==> config.mk <==
export PLATFORM = sky130hd
export DESIGN_NAME = tx_arbiter
export DESIGN_NICKNAME = d
export VERILOG_FILES = /design/src/rtl/tx_arbiter_pkg.sv /design/src/rtl/tx_arbiter_reg_slice.sv /design/src/rtl/tx_arbiter.sv
export SDC_FILE = /design/constraint.sdc
export NUM_CORES = 1
export LEC_CHECK = 0
export ABC_AREA = 1
export BUFFER_PORTS_ARGS = -buffer_cell sky130_fd_sc_hd__buf_4
export CORE_MARGIN = 8
export CORE_UTILIZATION = 40
export CTS_CLUSTER_DIAMETER = 80
export DETAILED_ROUTE_END_ITERATION = 8
export PLACE_DENSITY = 0.62
export SLEW_MARGIN = 5
export SYNTH_ARGS = -nofsm -noshare
export SYNTH_HDL_FRONTEND = slang
export SYNTH_SLANG_ARGS = --single-unit
==> constraint.sdc <==
create_clock -name rx_clk -period 7.8 [get_ports rx_clk]
set_input_delay 0.78 -clock rx_clk [delete_from_list [all_inputs] [get_ports rx_clk]]
set_output_delay 0.78 -clock rx_clk [all_outputs]
set_load 0.1 [all_outputs]
==> src/rtl/tx_arbiter_pkg.sv <==
// ---------------------------------------------------------------------------
// tx_arbiter_pkg
//   Shared bridge definitions: default AXI-Stream widths, the Tx arbiter
//   state encoding, the source-select encoding used for the last_grant
//   pointer, and the helper that decodes the one-hot grant from the state.
//   Imported by tx_arbiter and by axis_reg_slice.
// ---------------------------------------------------------------------------
package tx_arbiter_pkg;

  localparam int unsigned DATA_WIDTH_DEFAULT = 64;
  localparam int unsigned KEEP_WIDTH_DEFAULT = DATA_WIDTH_DEFAULT / 8;

  typedef enum logic [1:0] {
    IDLE   = 2'd0,
    GRANT0 = 2'd1,
    GRANT1 = 2'd2
  } arb_state_t;

  typedef enum logic {
    SRC0 = 1'b0,
    SRC1 = 1'b1
  } src_sel_t;

  // One-hot owner: 01 = source 0, 10 = source 1, 00 = nobody.
  function automatic logic [1:0] grant_of(input arb_state_t s);
    case (s)
      GRANT0:  return 2'b01;
      GRANT1:  return 2'b10;
      default: return 2'b00;
    endcase
  endfunction

endpackage

==> src/rtl/tx_arbiter_reg_slice.sv <==
// ---------------------------------------------------------------------------
// axis_reg_slice
//   Two-entry AXI-Stream register slice (skid buffer). Every m_* output is a
//   flop, and s_ready depends only on internal state, so the slice breaks all
//   combinational paths in both directions while still sustaining one beat
//   per cycle.
//
// Ports
//   clk, rst        clock, asynchronous active-high reset
//   s_data/keep/last/valid, s_ready   upstream beat and its acceptance
//   m_data/keep/last/valid, m_ready   downstream beat and its acceptance
//   empty           high when no beat is held
// ---------------------------------------------------------------------------
module axis_reg_slice
  import tx_arbiter_pkg::*;
#(
  parameter int unsigned data_width = DATA_WIDTH_DEFAULT,
  parameter int unsigned keep_width = KEEP_WIDTH_DEFAULT
) (
  input  logic                  clk,
  input  logic                  rst,
  input  logic [data_width-1:0] s_data,
  input  logic [keep_width-1:0] s_keep,
  input  logic                  s_last,
  input  logic                  s_valid,
  output logic                  s_ready,
  output logic [data_width-1:0] m_data,
  output logic [keep_width-1:0] m_keep,
  output logic                  m_last,
  output logic                  m_valid,
  input  logic                  m_ready,
  output logic                  empty
);

  logic                  out_valid;
  logic [data_width-1:0] out_data;
  logic [keep_width-1:0] out_keep;
  logic                  out_last;

  logic                  skid_valid;
  logic [data_width-1:0] skid_data;
  logic [keep_width-1:0] skid_keep;
  logic                  skid_last;

  logic                  push;
  logic                  pop;

  // The skid entry only fills while the output entry is stalled, so
  // "skid occupied" is the same as "both entries occupied".
  assign s_ready = !skid_valid;
  assign push    = s_valid && s_ready;
  assign pop     = out_valid && m_ready;

  always_ff @(posedge clk or posedge rst) begin
    if (rst) begin
      out_valid  <= 1'b0;
      out_data   <= '0;
      out_keep   <= '0;
      out_last   <= 1'b0;
      skid_valid <= 1'b0;
      skid_data  <= '0;
      skid_keep  <= '0;
      skid_last  <= 1'b0;
    end else if (!out_valid || pop) begin
      // Output entry is free this cycle: refill from skid first (older beat),
      // otherwise straight from the input.
      if (skid_valid) begin
        out_valid  <= 1'b1;
        out_data   <= skid_data;
        out_keep   <= skid_keep;
        out_last   <= skid_last;
        skid_valid <= 1'b0;
      end else begin
        out_valid <= push;
        if (push) begin
          out_data <= s_data;
          out_keep <= s_keep;
          out_last <= s_last;
        end
      end
    end else if (push) begin
      // Output stalled: park the incoming beat in the skid entry.
      skid_valid <= 1'b1;
      skid_data  <= s_data;
      skid_keep  <= s_keep;
      skid_last  <= s_last;
    end
  end

  assign m_valid = out_valid;
  assign m_data  = out_data;
  assign m_keep  = out_keep;
  assign m_last  = out_last;
  assign empty   = !out_valid;

endmodule

==> src/rtl/tx_arbiter.sv <==
// ---------------------------------------------------------------------------
// tx_arbiter
//   Packet-locked round-robin arbiter merging the completion-engine stream
//   (source 0) and the message/error-engine stream (source 1) onto the PCIe
//   core AXI Tx stream through a two-entry register slice.
//
// Ports
//   rx_clk, rx_reset                 bridge clock, async active-high reset
//   src0_data/keep/last/valid/ready  source 0 stream
//   src1_data/keep/last/valid/ready  source 1 stream
//   tx_data/keep/last/valid/ready    PCIe core Tx stream (registered outputs)
//   grant                            one-hot current owner
//   busy                             packet in flight or slice occupied
// ---------------------------------------------------------------------------
module tx_arbiter
  import tx_arbiter_pkg::*;
#(
  parameter int unsigned data_width = DATA_WIDTH_DEFAULT,
  parameter int unsigned keep_width = KEEP_WIDTH_DEFAULT
) (
  input  logic                  rx_clk,
  input  logic                  rx_reset,
  input  logic [data_width-1:0] src0_data,
  input  logic [keep_width-1:0] src0_keep,
  input  logic                  src0_valid,
  input  logic                  src0_last,
  output logic                  src0_ready,
  input  logic [data_width-1:0] src1_data,
  input  logic [keep_width-1:0] src1_keep,
  input  logic                  src1_valid,
  input  logic                  src1_last,
  output logic                  src1_ready,
  output logic [data_width-1:0] tx_data,
  output logic [keep_width-1:0] tx_keep,
  output logic                  tx_valid,
  output logic                  tx_last,
  input  logic                  tx_ready,
  output logic [1:0]            grant,
  output logic                  busy
);

  arb_state_t state;
  arb_state_t state_next;
  src_sel_t   last_grant;

  logic                  slice_ready;
  logic                  slice_empty;
  logic                  mux_valid;
  logic [data_width-1:0] mux_data;
  logic [keep_width-1:0] mux_keep;
  logic                  mux_last;

  always_ff @(posedge rx_clk or posedge rx_reset) begin
    if (rx_reset) begin
      state      <= IDLE;
      last_grant <= SRC1;   // source 0 wins the first tie after reset
    end else begin
      state <= state_next;
      if (state_next == GRANT0) begin
        last_grant <= SRC0;
      end else if (state_next == GRANT1) begin
        last_grant <= SRC1;
      end
    end
  end

  // Next state plus source-side handshake and data mux. Readies depend only
  // on the state register and the slice occupancy, never on src*_valid.
  always_comb begin
    state_next = state;
    src0_ready = 1'b0;
    src1_ready = 1'b0;
    mux_valid  = 1'b0;
    mux_data   = src0_data;
    mux_keep   = src0_keep;
    mux_last   = src0_last;

    unique case (state)
      IDLE: begin
        if (src0_valid && src1_valid) begin
          state_next = (last_grant == SRC1) ? GRANT0 : GRANT1;
        end else if (src0_valid) begin
          state_next = GRANT0;
        end else if (src1_valid) begin
          state_next = GRANT1;
        end
      end

      GRANT0: begin
        src0_ready = slice_ready;
        mux_valid  = src0_valid;
        // Hand over directly to a waiting source 1 to avoid an idle bubble.
        if (src0_valid && slice_ready && src0_last) begin
          state_next = src1_valid ? GRANT1 : IDLE;
        end
      end

      GRANT1: begin
        src1_ready = slice_ready;
        mux_valid  = src1_valid;
        mux_data   = src1_data;
        mux_keep   = src1_keep;
        mux_last   = src1_last;
        if (src1_valid && slice_ready && src1_last) begin
          state_next = src0_valid ? GRANT0 : IDLE;
        end
      end

      default: state_next = IDLE;
    endcase
  end

  axis_reg_slice #(
    .data_width(data_width),
    .keep_width(keep_width)
  ) u_slice (
    .clk     (rx_clk),
    .rst     (rx_reset),
    .s_data  (mux_data),
    .s_keep  (mux_keep),
    .s_last  (mux_last),
    .s_valid (mux_valid),
    .s_ready (slice_ready),
    .m_data  (tx_data),
    .m_keep  (tx_keep),
    .m_last  (tx_last),
    .m_valid (tx_valid),
    .m_ready (tx_ready),
    .empty   (slice_empty)
  );

  assign grant = grant_of(state);
  assign busy  = (state != IDLE) || !slice_empty;

endmodule

* Yosys cells after proc, flatten, opt, wreduce, memory -nomap -nowiden
Cells that the tools add are included.
** Word-level totals
- Flip-flop bits (word level) :: 151
- Input bits :: 151
- Output and inout port bits :: 79
- Word-level logic and storage cells :: 60
** Operators by class
- Equal/unequal tests :: 4
- Mux-type cells :: 27
- Bitwise operators :: 1
- Reduce and logical (&&, ||, !) cells :: 18
** Operators by type and width (count)
- 64-bit two-way mux :: 3
- 8-bit two-way mux :: 3
- 2-bit two-way mux :: 7
- 1-bit two-way mux :: 11
- 2-bit nonzero test :: 4
- 1-bit logical AND :: 7
- 2-bit one-hot mux with 3 select lines :: 1
- 2-bit by 1-bit == test with 1-bit output, second input constant :: 2
- 2-bit == test, second input constant :: 2
- 2-bit one-hot mux with 2 select lines :: 1
- 2-bit AND reduction :: 2
- 1-bit logical NOT :: 2
- 2-bit logical NOT :: 1
- 1-bit logical OR :: 2
- 1-bit one-hot mux with 2 select lines :: 1
- 1-bit NOT :: 1

* Logic depth before layout (Yosys ltp)
Gate-level depths: netlist of the first run.
- Depth in word-level cells :: 8
- Gate-level depth with buffers :: 12
- Depth with buffers taken out :: 10

* By module
Synthesis of the first run repeated with hierarchy kept, for this count alone.
** Unflattened totals
- Cells, all modules :: 1006
- Area, all modules :: 7956.4 um^2
** Modules (own cells, without submodules)
- axis_reg_slice :: times used 1, cells each 873, area each 6636.4 um^2, sequential area each 3703.6 um^2
- tx_arbiter :: times used 1, cells each 133, area each 1320.0 um^2, sequential area each 76.3 um^2

* Worst setup path before layout of the first run
Ideal clock, no wire load.
- Path type :: flip-flop to output port
- Start point :: register state[0]
- End point :: output src1_ready
- Arrival time :: 2994 ps
- Data required time :: 7020 ps
- Path slack :: 4026 ps
- Cell stages (with the launch flop) :: 6
- Buffers on the path :: 1
- Path through :: dfrtp_1 inv_1 ha_1 inv_1 clkbuf_1 nor2_1
** On the way
- Word-level cells in the longest chain between the ends :: 2
** Ends and longest elaborated chain
- start: declaration :: line tx_arbiter.sv:42 : arb_state_t state;
- start signal: assignment :: line tx_arbiter.sv:58 : state <= state_next;
- 2-bit == test :: line tx_arbiter.sv:78 : unique case (state)
- 1-bit two-way mux :: line tx_arbiter.sv:78
- end: declaration :: line tx_arbiter.sv:32 : output logic src1_ready,
Every way passes these cells.

* Final worst setup path of the first run
Ends and elaborated chain as after synthesis.

==> results by group, run 1 <==
Detailed routing
  – Post-Route WL: 19.9 mm
  – Drt wl/cell: 13.9 um
  – Pre-antenna DRT Iters: 5
  – Vias: 6697
  – Initial DRC count: 305
  – Drt via density: 4.67
  – Drt drc: 0
  – Detail Route Antenna Nets: 0

Clocking
  – CTS tree: done
  – Root Buffer: clkbuf_16
  – CTS resizes: 0
  – Clock buffer count from CTS: 17
  – CTS max path bufs: 2
  – Worst skew pair latency: 430 ps
  – Number of setup buffers added after CTS: 0
  – Clock Sinks: 151
  – Clk slew on worst S/H paths: 60 ps
  – Hold_buf cts: 0
  – H-tree levels: 4

Placement
  – GP Congestion: 0.738
  – Port Buffer Count: 229
  – Dpl hpwl: 13.4 mm
  – Pre-CTS WS: 4910 ps

Power and ir drop
  – Worst vdd ir: 220 uV
  – Overall Power: 0.00483 W
  – LEAKAGE: 5.51 nW
  – Pint: 0.00227 W
  – NetSw: 0.00256 W
  – Part of the power in registers: 26.7%
  – Power per Cell Area: 494 mW/mm^2
  – Clock network power share: 18.1%
  – Combinational power share: 55.1%
  – Switching share of power: 53.0%

Cells and area
  – # diodes: 0
  – P&R area growth vs syn: 32.1%
  – Final nets: 1351
  – Share of cells above drive strength 1: 22.5%

Worst setup path
  – Worst EP required: 7020 ps
  – CP max stage cell: buf_4
  – Crit path from: state[0]$_DFF_PP0_
  – Setup CP Type: reg2out
  – CP dominant cell by count: buf_4
  – Critical path's largest stage delay: 660 ps
  – Critical path launch point type: flip-flop
  – Crit end category: output port
  – R2r startpoint: u_slice.skid_valid$_DFFE_PP0P_
  – Critical path cell sequence: inv_1, ha_2, buf_4, inv_2, nor2_1, buf_4
  – CP Max Fanout: 77
  – Crit path DAT: 2330 ps

STA
  – Fin. Hold Viols: 0
  – Setup_tns: 0 ps
  – F_max: 0.321 GHz
  – Clock skew: 9.29 ps
  – Worst Max-Slew Pin Slew: 991 ps
  – Final setup vio count: 0
  – RSZ-0062 raised after global routing: false
  – Setup ws final: 4690 ps
  – Fin. max-slew vios: 0
  – Relative slew slack: 33.7%
  – Final Cycle Share: 39.9%
  – Final Critical Period: 3110 ps

GRT
  – All-Layer GR Usage: 17.5%
  – Total grt overflow: 0
  – First-pass GRT wire length: 33.3 mm
  – Initial antenna violation count: 0
  – Vias in the first global route: 6521
  – Pin count of the biggest net entering global routing: 98

Synthesis
  – Synth Area in Simple Gates: 24.3%
  – Post-synthesis net count: 1160
  – Area share of the largest cell type after synthesis: 50.7%
  – Main combinational cell family by area after synthesis: simple AND/OR/NAND/NOR gates
  – Post-Synth XOR/XNOR Area: 0%
  – Syn Area/Cell: 7.38 um^2
  – Seq/Total Area, Yosys: 51.0%
  – Post-synthesis compound-gate area fraction: 15.0%
  – Area share of fa/ha/maj cells after synthesis: 1.01%
  – Netlist Area Pre-Place: 0.00741 mm^2
  – Post-synth cell types: 17
  – Seq cells post-synth: 151
  – Top post-synthesis cells by area: dfrtp_1, nand2_1, o21ai_0, inv_1, o21ai_1
  – Synth Warn #: 0
  – Mux share of post-synthesis cell area: 0%
  – Syn Inst Count: 1003
  – Post-synth top area cell: dfrtp_1

Die
  – Starting Density: 40.9%
  – Core area: 0.0181 mm^2
  – Die X: 152 um
  – IO Pins: 230
  – Standard-cell rows: 49
  – Die area: 0.0231 mm^2
  – Die Y: 152 um

Status
  – Outcome: finished, final reports clean

Run
  – Count of maximum capacitance violations: 0

Worst hold path
  – Worst Min Path Start: u_slice.skid_data[53]$_DFFE_PP0P_
  – Worst Hold Class: reg2reg
## critical path, delay by kind of cell, from the launching register on
family | cells | cell delay [ps]
buf+inv | 4 | 1160
flops | 1 | 440
fa+ha+maj | 1 | 180
simple gates | 1 | 110
## power groups by stage
stage               sequential, W  clock [W]  combinational, W
floorplan                 0.00246          0          0.000926
global placement          0.00130          0           0.00266
detailed placement        0.00130          0           0.00269
CTS                       0.00129   0.000898           0.00269
global route              0.00133   0.000929           0.00289
finish                    0.00129   0.000876           0.00266
## per-layer routing
metal / vias up / part of all wire (%) / GRT usage (%)
met3: 17 / 5.9 / 5.53
met1: 3008 / 46 / 22.3
met2: 172 / 47 / 28.0
met5: - / 0 / 0
met4: 0 / 1.3 / 5.24
li1: 3500 / - / -
## stage by stage
stage	area [um^2]	instances	utilization, %	hold slack (ps)
finish	9780	1435	54.1	477
global route	9780	1435	54.1	501
CTS	9780	1435	54.1	483
detailed placement	9160	1404	50.6	468
global placement	9160	1404	50.6	460
floorplan	7410	1003	-	448
## sequential cells by signal, indices dropped and copies added (netlist names), 2 cells and up
name and cells:
u_slice.m_data 64, state 2, u_slice.skid_data 64, u_slice.skid_keep 8, u_slice.m_keep 8
## layout by cell type, fill, tap and decap left out, drive strengths merged
cell,Yosys,routed
bufinv,0,4
o21ai,221,221
dfstp,1,1
o21bai,1,1
dfrtp,150,150
nand3,6,6
ha,6,6
clkinv,0,3
nand4,1,1
inv,84,86
buf,43,236
clkbuf,21,21
clkinvlp,0,1
nor2,12,12
nand2,457,457
## synthesized netlist by cell type (all sizes together)
library cell  instances
dfrtp               150
nand3                 6
nor2                 12
buf                  43
ha                    6
o21bai                1
nand4                 1
o21ai               221
nand2               457
clkbuf               21
dfstp                 1
inv                  84
## cells by family after synthesis
kind of cell,Yosys count
flops,151
fa+ha+maj,6
simple gates,476
buf+inv,148
compound gates,222
## final timing paths
check / to / depth (start not counted) / slack, ps
min: u_slice.skid_data[53]$_DFFE_PP0P_ / 2 / 480
max: src1_ready / 6 / 4690
min reg2reg: u_slice.skid_data[53]$_DFFE_PP0P_ / 2 / 480
min in group asynchronous: u_slice.skid_data[50]$_DFFE_PP0P_ / 2 / 550
max in group asynchronous: u_slice.skid_data[27]$_DFFE_PP0P_ / 3 / 5970
max reg2reg: u_slice.skid_data[55]$_DFFE_PP0P_ / 5 / 5040
## cell type report
cell class / instances / area, um^2
flip-flops and latches: 151 / 3780
multi-input cells: 704 / 3000
well taps: 229 / 287
repair buffers: 236 / 1770
clock inverters: 10 / 168
inverters: 84 / 323
clock buffers: 21 / 460
fillers: 1747 / 8300
(Power assumes the default switching activity.)
==> run 2, diff against run 1 <==
--- a/config.mk
+++ b/config.mk
@@ -11,7 +11,7 @@
 export CORE_UTILIZATION = 40
 export CTS_CLUSTER_DIAMETER = 80
 export DETAILED_ROUTE_END_ITERATION = 8
-export PLACE_DENSITY = 0.62
+export PLACE_DENSITY = 0.64
 export SLEW_MARGIN = 5
 export SYNTH_ARGS = -nofsm -noshare
 export SYNTH_HDL_FRONTEND = slang
==> constraint.sdc (replaced) <==
create_clock -name rx_clk -period 2.86 [get_ports rx_clk]
set_input_delay 0.286 -clock rx_clk [delete_from_list [all_inputs] [get_ports rx_clk]]
set_output_delay 0.286 -clock rx_clk [all_outputs]
set_load 0.1 [all_outputs]
==> results by group, run 2 (synthesis gave the netlist of run 1 again) <==
Status
  – Outcome: finished, final reports clean

Cells and area
  – Layout fillers: 1788
  – Commonest non-fill, non-tap cell in the layout: nand2_1
  – Share of cells above drive strength 1: 23.4%
  – P&R area growth vs syn: 33.7%
  – Post-route cell area: 0.00990 mm^2
  – # diodes: 0
  – Final nets: 1361
  – Most frequent cells in the layout: nand2_1, buf_4, o21ai_0, dfrtp_1, inv_1

Detailed routing
  – Initial DRC count: 371
  – Drt drc: 0
  – Pre-antenna DRT Iters: 5
  – Drt via density: 4.70
  – Vias: 6797
  – Detail Route Antenna Nets: 0
  – Post-Route WL: 20.3 mm
  – Drt wl/cell: 14.0 um

Worst setup path
  – Critical path launch point type: flip-flop
  – Crit end category: output port
  – CP Max Fanout: 36
  – Critical path's largest stage delay: 480 ps
  – Crit path from: state[0]$_DFF_PP0_
  – Crit path DAT: 2300 ps
  – Critical path cell sequence: inv_1, ha_2, buf_4, buf_4
  – Slack of the worst reg-to-reg path: 680 ps
  – Worst EP required: 2570 ps
  – R2r startpoint: state[0]$_DFF_PP0_
  – CP dominant cell by count: buf_4
  – Setup CP Type: reg2out
  – CP max stage cell: ha_2

Power and ir drop
  – LEAKAGE: 5.57 nW
  – Clock network power share: 17.0%
  – NetSw: 0.00697 W
  – Overall Power: 0.0131 W
  – Part of the power in registers: 26.9%
  – Pint: 0.00610 W
  – Worst vdd ir: 634 uV
  – Switching share of power: 53.3%
  – Combinational power share: 56.1%
  – Power per Cell Area: 1320 mW/mm^2

Run
  – Count of maximum capacitance violations: 0

Die
  – Starting Density: 40.9%
  – IO Pins: 230
  – Standard-cell rows: 49
  – Core area: 0.0181 mm^2
  – Die Y: 152 um
  – Die area: 0.0231 mm^2
  – Die X: 152 um

GRT
  – Top Usage Layer GRT: met2
  – Pin count of the biggest net entering global routing: 75
  – All-Layer GR Usage: 17.8%
  – M2 GR Usage: 29.1%
  – First-pass GRT wire length: 33.9 mm
  – Vias in the first global route: 6637
  – Initial antenna violation count: 0
  – Met3 GRT Util: 4.54%
  – Met1 Resource Use GR: 22.5%
  – Total grt overflow: 0

Clocking
  – CTS resizes: 0
  – CTS tree: done
  – Clk slew on worst S/H paths: 60 ps
  – Worst skew pair latency: 410 ps
  – Clock Sinks: 151
  – Clock buffer count from CTS: 17
  – Hold_buf cts: 0
  – CTS max path bufs: 2
  – Root Buffer: clkbuf_16
  – H-tree levels: 4
  – Number of setup buffers added after CTS: 0

STA
  – Final Critical Period: 2580 ps
  – Fin. max-slew vios: 0
  – Clock skew: 6.66 ps
  – Setup ws final: 275 ps
  – Setup_tns: 0 ps
  – F_max: 0.387 GHz
  – Final setup vio count: 0
  – Relative slew slack: 43.9%
  – Fin. Hold Viols: 0
  – Final Cycle Share: 90.4%
  – RSZ-0062 raised after global routing: false
  – Worst Max-Slew Pin Slew: 840 ps
  – Final hold slack: 33.5 ps

Placement
  – GP Congestion: 0.767
  – Pre-CTS WS: 640 ps
  – Port Buffer Count: 229
  – Dpl hpwl: 14.3 mm
  – Placed cell areas: 0.00931 mm^2

Worst hold path
  – Worst Hold Class: in2async
[run 2: through the flow]
step,instances,util (%)
floorplan,1003,-
global placement,1414,51.5
detailed placement,1414,51.5
CTS,1446,54.7
global route,1446,54.7
finish,1446,54.7
[run 2: power groups by stage]
stage	Sequential [W]	Combinational, W	Clock [W]
global placement	0.00351	0.00735	0
CTS	0.00352	0.00742	0.00229
finish	0.00352	0.00734	0.00222
floorplan	0.00670	0.00253	0
detailed placement	0.00354	0.00741	0
global route	0.00363	0.00796	0.00237
[run 2: layout make-up]
type	instances	area, um^2	area share [%]
Timing Repair Buffer	246	1920	19.4
Tap cell	229	287	2.89
Inverter	84	322	3.25
Sequential cell	151	3780	38.2
Clock inverter	12	125	1.26
Clock buffer	20	467	4.71
Multi-Input combinational cell	704	3000	30.3
[run 2: routing by layer]
layer / up-vias / wire [um]
met5: - / 0
met4: 0 / 261
met3: 17 / 1060
met2: 169 / 9860
met1: 3078 / 9140
li1: 3533 / -
[run 2: final timing paths]
path | end | depth (start not counted)
hold reg to reg | u_slice.skid_data[8]$_DFFE_PP0P_ | 2
hold / removal | u_slice.skid_data[21]$_DFFE_PP0P_ | 2
min in group rx_clk | u_slice.skid_valid$_DFFE_PP0P_ | 4
setup / recovery | grant[1] | 4
max in group asynchronous | last_grant$_DFFE_PP1P_ | 3
setup reg to reg | u_slice.m_data[23]$_DFFE_PP0P_ | 10
[run 2: critical path, delay by kind of cell, from the launching register on]
kind	cells	cell delay, ps
flops	1	430
buf+inv	3	960
fa+ha+maj	1	480
==> run 3, diff against run 2 <==
--- a/config.mk
+++ b/config.mk
@@ -6,12 +6,12 @@
 export NUM_CORES = 1
 export LEC_CHECK = 0
 export ABC_AREA = 1
+export ABC_CLOCK_PERIOD_IN_PS = 2860
 export BUFFER_PORTS_ARGS = -buffer_cell sky130_fd_sc_hd__buf_4
 export CORE_MARGIN = 8
-export CORE_UTILIZATION = 40
-export CTS_CLUSTER_DIAMETER = 80
+export CORE_UTILIZATION = 47
 export DETAILED_ROUTE_END_ITERATION = 8
-export PLACE_DENSITY = 0.64
+export PLACE_DENSITY = 0.74
 export SLEW_MARGIN = 5
 export SYNTH_ARGS = -nofsm -noshare
 export SYNTH_HDL_FRONTEND = slang
==> results by group, run 3 (synthesis gave the netlist of run 1 again) <==
STA
  – Worst Max-Slew Pin Slew: 784 ps
  – Setup ws final: 409 ps
  – Setup_tns: 0 ps
  – Clock skew: 7.25 ps
  – RSZ-0062 raised after global routing: false
  – F_max: 0.408 GHz
  – Fin. max-slew vios: 0
  – Fin. Hold Viols: 0
  – Final Cycle Share: 85.7%
  – Relative slew slack: 47.7%
  – Final setup vio count: 0
  – Final Critical Period: 2450 ps

Detailed routing
  – Initial DRC count: 406
  – Post-Route WL: 19.2 mm
  – Drt via density: 4.73
  – Detail Route Antenna Nets: 0
  – Pre-antenna DRT Iters: 4
  – Drt wl/cell: 13.4 um
  – Drt drc: 0
  – Vias: 6752

Worst setup path
  – Crit path DAT: 2160 ps
  – Worst EP required: 2570 ps
  – Setup CP Type: reg2out
  – Crit end category: output port
  – CP max stage cell: buf_4
  – CP dominant cell by count: buf_4
  – Critical path's largest stage delay: 530 ps
  – Critical path cell sequence: inv_1, ha_2, buf_4, buf_4
  – Critical path launch point type: flip-flop
  – CP Max Fanout: 58

Clocking
  – Root Buffer: clkbuf_16
  – Worst skew pair latency: 410 ps
  – H-tree levels: 4
  – Clk slew on worst S/H paths: 60 ps
  – CTS tree: done
  – Hold_buf cts: 0
  – Clock buffer count from CTS: 17
  – CTS max path bufs: 2
  – CTS resizes: 0
  – Clock Sinks: 151
  – Number of setup buffers added after CTS: 0

Placement
  – GP Congestion: 0.794
  – Dpl hpwl: 13.2 mm
  – Pre-CTS WS: 790 ps
  – Port Buffer Count: 229
  – Placed cells: 1395

Die
  – IO Pins: 230
  – Die Y: 142 um
  – Core area: 0.0157 mm^2
  – Starting Density: 47.3%
  – Die area: 0.0200 mm^2
  – Standard-cell rows: 46
  – Die X: 142 um

Cells and area
  – Layout fillers: 1446
  – Final nets: 1355
  – Most frequent cells in the layout: nand2_1, buf_4, o21ai_0, dfrtp_1, inv_1
  – Share of cells above drive strength 1: 22.9%
  – Commonest non-fill, non-tap cell in the layout: nand2_1
  – Fin cells: 1426
  – P&R area growth vs syn: 32.8%
  – # diodes: 0

GRT
  – All-Layer GR Usage: 19.3%
  – Vias in the first global route: 6389
  – Pin count of the biggest net entering global routing: 152
  – Total grt overflow: 0
  – Initial antenna violation count: 0
  – First-pass GRT wire length: 31.6 mm

Worst hold path
  – Worst Hold Class: in2async

Status
  – Outcome: finished, final reports clean

Power and ir drop
  – Worst vdd ir: 640 uV
  – LEAKAGE: 5.53 nW
  – Power per Cell Area: 1340 mW/mm^2

Run
  – Count of maximum capacitance violations: 0
## run 3: final cells by class
| type | count | area, um^2 | area share (%) |
|---|---|---|---|
| Sequential cell | 151 | 3780 | 38.4 |
| Multi-Input combinational cell | 704 | 3000 | 30.5 |
| Timing Repair Buffer | 240 | 1850 | 18.8 |
| Clock buffer | 18 | 429 | 4.36 |
| Inverter | 84 | 322 | 3.27 |
| Tap cell | 216 | 270 | 2.75 |
| Clock inverter | 13 | 181 | 1.85 |
## run 3: routing by layer
layer | routed length [um] | up-vias | track usage, %
li1 | - | 3514 | -
met1 | 8370 | 3047 | 24.4
met2 | 9300 | 172 | 31.3
met3 | 1230 | 19 | 5.65
met4 | 274 | 0 | 6.22
met5 | 0 | - | 0
## run 3: report_power, final
part	internal, W	switching, W	total, W
combinational	0.00169	0.00565	0.00733
clock	0.00145	0.000839	0.00229
sequential	0.00305	0.000476	0.00352
## run 3: worst max-delay path, delay by kind of cell (launching register included)
family                     cells  cell delay (ps)
DFF                            1              440
buffers and inverters          3             1070
adders and majority gates      1              230
## run 3: final timing paths
kind	from	end	slack, ps	depth (start not counted)
setup / recovery	state[0]$_DFF_PP0_	grant[1]	410	4
hold / removal	rx_reset	u_slice.m_data[18]$_DFFE_PP0P_	110	3
setup reg to reg	state[0]$_DFF_PP0_	u_slice.m_data[0]$_DFFE_PP0P_	750	10
hold reg to reg	u_slice.skid_data[26]$_DFFE_PP0P_	u_slice.skid_data[26]$_DFFE_PP0P_	480	2
max in group asynchronous	rx_reset	u_slice.m_data[50]$_DFFE_PP0P_	2190	3
min in group rx_clk	tx_ready	u_slice.skid_valid$_DFFE_PP0P_	220	4
## run 3: stage by stage
stage | area, um^2 | utilization, % | total power, W | hold WS [ps]
6_report | 9830 | 62.8 | 0.0131 | 109
5_1_grt | 9830 | 62.8 | 0.0140 | 168
4_1_cts | 9830 | 62.8 | 0.0133 | 153
3_5_place_dp | 9220 | 58.9 | 0.0109 | 467
3_3_place_gp | 9220 | 58.9 | 0.0108 | 461
2_1_floorplan | 7410 | - | 0.00923 | 448
